## src/rtl/instr_fetch.sv

```systemverilog
// Instruction fetch front end: owns the PC, keeps one memory request in flight,
// buffers returned words with their PC and hands them to decode over valid/ready.
module instr_fetch #(
    parameter logic [31:0] RESET_PC  = 32'h0000_0000,
    parameter int unsigned BUF_DEPTH = 2
) (
    input  logic        i_clk,
    input  logic        i_rst_n,
    output logic        o_imem_req,
    output logic [31:0] o_imem_addr,
    input  logic        i_imem_ready,
    input  logic        i_imem_rvalid,
    input  logic [31:0] i_imem_rdata,
    output logic        o_instr_valid,
    output logic [31:0] o_instr,
    output logic [31:0] o_instr_pc,
    input  logic        i_instr_ready,
    input  logic        i_redirect,
    input  logic [31:0] i_redirect_pc,
    output logic        o_fetch_err
);
    localparam int unsigned PTR_W = (BUF_DEPTH > 1) ? $clog2(BUF_DEPTH) : 1;
    localparam int unsigned CNT_W = PTR_W + 1;

    typedef enum logic [1:0] {S_REQ, S_WAIT, S_DROP, S_HALT} state_t;

    state_t             state_q, state_d;
    logic [31:0]        pc_q, pc_d;
    logic [31:0]        req_pc_q, req_pc_d;
    logic [PTR_W-1:0]   wr_ptr_q, wr_ptr_d;
    logic [PTR_W-1:0]   rd_ptr_q, rd_ptr_d;
    logic [CNT_W-1:0]   count_q, count_d;
    logic               err_q, err_d;

    logic [31:0]        buf_instr [BUF_DEPTH];
    logic [31:0]        buf_pc    [BUF_DEPTH];

    logic               accept;
    logic               push;
    logic               pop;
    logic               redirect_ok;
    logic               redirect_bad;
    logic               buf_full;

    assign buf_full = (count_q == CNT_W'(BUF_DEPTH));

    // Request is masked while reset is held so nothing is issued before release.
    assign o_imem_req    = i_rst_n && (state_q == S_REQ) && !buf_full;
    assign o_imem_addr   = pc_q;
    assign o_instr_valid = (count_q != '0);
    assign o_instr       = o_instr_valid ? buf_instr[rd_ptr_q] : '0;
    assign o_instr_pc    = o_instr_valid ? buf_pc[rd_ptr_q]    : '0;
    assign o_fetch_err   = err_q;

    always_comb begin
        state_d      = state_q;
        pc_d         = pc_q;
        req_pc_d     = req_pc_q;
        wr_ptr_d     = wr_ptr_q;
        rd_ptr_d     = rd_ptr_q;
        count_d      = count_q;
        err_d        = err_q;
        accept       = o_imem_req && i_imem_ready;
        push         = 1'b0;
        pop          = o_instr_valid && i_instr_ready;
        redirect_ok  = 1'b0;
        redirect_bad = 1'b0;

        if (i_redirect && (state_q != S_HALT)) begin
            if (i_redirect_pc[1:0] != 2'b00) begin
                redirect_bad = 1'b1;
            end else begin
                redirect_ok = 1'b1;
            end
        end

        case (state_q)
            S_REQ: begin
                if (accept) begin
                    req_pc_d = pc_q;
                    pc_d     = pc_q + 32'd4;
                    state_d  = S_WAIT;
                end
            end
            S_WAIT: begin
                if (i_imem_rvalid) begin
                    push    = 1'b1;
                    state_d = S_REQ;
                end
            end
            S_DROP: begin
                if (i_imem_rvalid) begin
                    state_d = S_REQ;
                end
            end
            S_HALT: begin
                pop = 1'b0;
            end
        endcase

        if (redirect_ok) begin
            pc_d = i_redirect_pc;
            case (state_q)
                S_REQ:   state_d = accept ? S_DROP : S_REQ;
                S_WAIT:  state_d = i_imem_rvalid ? S_REQ : S_DROP;
                // A response landing in the same cycle is the stale one being waited for.
                S_DROP:  state_d = i_imem_rvalid ? S_REQ : S_DROP;
                default: state_d = state_q;
            endcase
        end

        if (redirect_bad) begin
            err_d   = 1'b1;
            state_d = S_HALT;
        end

        if (redirect_ok || redirect_bad) begin
            push     = 1'b0;
            pop      = 1'b0;
            count_d  = '0;
            wr_ptr_d = '0;
            rd_ptr_d = '0;
        end else begin
            if (push) begin
                wr_ptr_d = wr_ptr_q + 1'b1;
            end
            if (pop) begin
                rd_ptr_d = rd_ptr_q + 1'b1;
            end
            count_d = count_q + CNT_W'(push) - CNT_W'(pop);
        end
    end

    always_ff @(posedge i_clk or negedge i_rst_n) begin
        if (!i_rst_n) begin
            state_q  <= S_REQ;
            pc_q     <= RESET_PC;
            req_pc_q <= '0;
            wr_ptr_q <= '0;
            rd_ptr_q <= '0;
            count_q  <= '0;
            err_q    <= 1'b0;
        end else begin
            state_q  <= state_d;
            pc_q     <= pc_d;
            req_pc_q <= req_pc_d;
            wr_ptr_q <= wr_ptr_d;
            rd_ptr_q <= rd_ptr_d;
            count_q  <= count_d;
            err_q    <= err_d;
        end
    end

    always_ff @(posedge i_clk) begin
        if (push) begin
            buf_instr[wr_ptr_q] <= i_imem_rdata;
            buf_pc[wr_ptr_q]    <= req_pc_q;
        end
    end

endmodule

```

## config.mk

```make
export PLATFORM = sky130hd
export DESIGN_NAME = instr_fetch
export DESIGN_NICKNAME = d
export VERILOG_FILES = /design/src/rtl/instr_fetch.sv
export SDC_FILE = /design/constraint.sdc
export NUM_CORES = 1
export LEC_CHECK = 0
export ABC_AREA = 1
export CAP_MARGIN = 20
export CORE_UTILIZATION = 47
export DETAILED_ROUTE_END_ITERATION = 8
export GPL_ROUTABILITY_DRIVEN = 0
export PLACE_DENSITY = 0.72
export SLEW_MARGIN = 10
export SYNTH_ARGS = -nofsm -noshare
export SYNTH_HDL_FRONTEND = slang
export SYNTH_SLANG_ARGS = --single-unit
export TNS_END_PERCENT = 5
```

## constraint.sdc

```tcl
create_clock -name i_clk -period 4 [get_ports i_clk]
set_clock_uncertainty 0.1 [all_clocks]
set_input_delay 0.8 -clock i_clk [delete_from_list [all_inputs] [get_ports i_clk]]
set_output_delay 0.8 -clock i_clk [all_outputs]
set_load 0.02 [all_outputs]
```

==> run_results.csv <==
group,metric,value,unit
floorplanning,io_pins,169,
setup_path,cp-start-kind,"flip-flop",
placed_design,io_buffers,168,
synthesis,synth_top_area_share,43.8,%
global_route,grt_max_degree,72,
global_route,grt_pass1_wl,31.7,mm
hold_path,holdPathEnd,"o_fetch_err",
clocking,cts_root_buffer,"clkbuf_16",
synthesis,yosys-top-cells-area,"edfxtp_1 (44%), dfrtp_1 (20%), nand2_1 (13%)",
power_and_ir_drop,power.density,352,nW/um2
power_and_ir_drop,ir_worst_vdd,0.000333,V
setup_path,arrival,2330,ps
setup_path,reg2reg_to,"o_imem_addr[26]",
layout,antenna_cells,0,
drt,routed_wl,19.5,mm
layout,area_delta_synth_final,28.8,%
drt,avgViaCountPerCell,5.02,
clocking,cts_num_sinks,199,
timing,rsz0062_at_grt,"no",
timing,fin_crit,3230,ps
clocking,path_clk_slew,70,ps
placed_design,dpl.hpwl,13.0,mm
setup_path,r2r_start,"state_q[0]",
synthesis,synth.distinct_cells,37,
global_route,track_usage,21.2,%
status,status,"finished, violations left",
hold_path,whs_path_depth,2,
synthesis,synth_area_leader_cell,"edfxtp_1",
clocking,cts.hold.buffers_added,0,
layout,final_common_cell,"nand2_1",
floorplanning,die_x,139,um
drt,drt_iter0_drc,413,
hold_path,holdCritStartpoint,"o_fetch_err",
timing,period_share,80.7,%
timing,maxSlewHeadroom,38.8,%
drt,vias,6426,
floorplanning,core-area,18100,um2
clocking,h-tree-depth,4,
clocking,clk-insertion-delay-late,430,ps
synthesis,syn_avg_cell_area,10.0,um2
layout,mostFrequentLayoutCells,"nand2_1 (297), clkdlybuf4s50_1 (167), edfxtp_1 (128)",
layout,finalNonFillerCells,1280,
floorplanning,rows,49,
timing,timing.hold.ws,362,ps
setup_path,path_max_fanout,66,
timing,slew_violations,0,
drt,firstDrtPassIters,7,
setup_path,r2r_slack,1820,ps
synthesis,synth_cells,875,
floorplanning,chipHeight,139,um
layout,fillers,1483,
power_and_ir_drop,p_seq_share,54.9,%
synthesis,syn_area,8770,um2
synthesis,yosysWarnings,0,
drt,drtAntennaViolNets,0,
clocking,cts_buffer_depth,2,
timing,tightest_slew,918,ps
setup_path,cp.required,3100,ps
floorplanning,dieArea,19200,um2
clocking,post_cts_buffers,0,
global_route,antenna_found_initial,0,
layout,drive_above_1_share,7.99,%
clocking,cts_resized,0,
power_and_ir_drop,clkPwrFrac,42.9,%
timing,fmax,310,MHz
clocking,cts-buffers-inserted,17,
synthesis,synth_seq_area_share,64.1,%
power_and_ir_drop,switching_power,0.000756,W
drt,wire_per_inst,15.2,um
global_route,grt_overflow,0,
status,violations,"DRC",
power_and_ir_drop,comb_power_share,2.2,%
timing,setup_viol,0,
synthesis,synth-seq-cells,199,
synthesis,synthesis.nets,951,
setup_path,critPathKind,"reg -> out",
timing,setup_tns,0,ps
hold_path,hold_path_class,"reg -> reg",
floorplanning,initial_utilization,48.3,%
layout,nets,1114,
run,cap_viol_max_count,0,
power_and_ir_drop,leakage,4.67,nW
power_and_ir_drop,swShare,19.0,%
placed_design,placedCellCount,1248,
drt,drc,14,
setup_path,critPathCaptureType,"output pin",
timing,hold_violations,0,
clocking,cts_tree,"done",
power_and_ir_drop,intPower,0.00322,W
power_and_ir_drop,finalPower,0.00397,W
global_route,grt_pass1_vias,6169,
setup_path,r2r_cells,11,
## synth_stat cells, drive strengths merged
master  number
nand2      306
edfxtp     128
inv         74
dfrtp       71
a21oi       70
nor2        58
o21ai       56
nand3       46
buf         20
clkbuf      15
o211ai       7
ha           6
nor3         5
o22ai        3
or2          2
xnor2        2
xor2         2
a211oi       1
nand3b       1
nand4        1
nor4         1
## registers in the layout, summed over array words and instances, names as in the netlist
register / cells
state_q: 2
req_pc_q: 32
buf_instr: 64
rd_ptr_q: 1
wr_ptr_q: 1
count_q: 2
o_fetch_err: 1
o_imem_addr: 32
buf_pc: 64
## metrics by stage
| stage | utilization [%] | area (um2) | setup slack, ps |
|---|---|---|---|
| after floorplan | - | 8770 | -283 |
| after global placement | 59.0 | 10700 | 1210 |
| after detailed placement | 59.0 | 10700 | 1200 |
| after CTS | 62.2 | 11300 | 728 |
| after global routing | 62.2 | 11300 | 575 |
| final | 62.2 | 11300 | 772 |
## critical path, cell delays in order, from the launching register on
cell and delay [ps]:
dfrtp_2 360, buf_4 560, nand2_1 110, a21oi_1 170
clkdlybuf4s50_1 680
## per-layer routing
metal | up-vias | GRT usage [%] | wire length [um]
met5 | - | 0 | 0
met4 | 0 | 7.21 | 333
met3 | 24 | 3.97 | 1060
met2 | 196 | 33.4 | 8970
met1 | 2976 | 29.5 | 9100
li1 | 3230 | - | -
## worst max path at each step
stage,startpoint,end,cells after the start,slack (ps)
finish,rd_ptr_q,o_instr_pc[20],4,770
global route,rd_ptr_q,o_instr[18],4,570
CTS,rd_ptr_q,o_instr_pc[20],4,730
detailed placement,rd_ptr_q,o_instr_pc[20],4,1200
global placement,rd_ptr_q,o_instr_pc[10],4,1210
floorplan,i_redirect,buf_instr[0][0],3,-280
## cells by family after synthesis
group,after synthesis,synth area share [%]
buffers and inverters,109,5.17
AO/OA/AOI/OAI,137,8.25
XOR/XNOR,4,0.400
AND/OR/NAND/NOR,420,21.2
adder cells (fa/ha/maj),6,0.856
flip-flops,199,64.1
## power groups by stage
stage | Sequential (W) | Clock, W | Combinational, W
after detailed placement | 0.00222 | 0 | 0.0000898
after floorplan | 0.00222 | 0 | 0.00000141
final | 0.00218 | 0.00170 | 0.0000889
after global placement | 0.00222 | 0 | 0.0000873
after CTS | 0.00218 | 0.00174 | 0.0000901
after global routing | 0.00218 | 0.00181 | 0.0000966
## final cells by class
class                      count  area, um2  area share [%]
sequential                   199       5620            49.8
clock buffer                  21        472            4.18
timing repair buffer         179       1800            15.9
multi-input combinational    567       2720            24.1
tap                          229        287            2.54
clock inverter                11        120            1.06
inverter                      74        278            2.46
(Power assumes the default switching activity.)
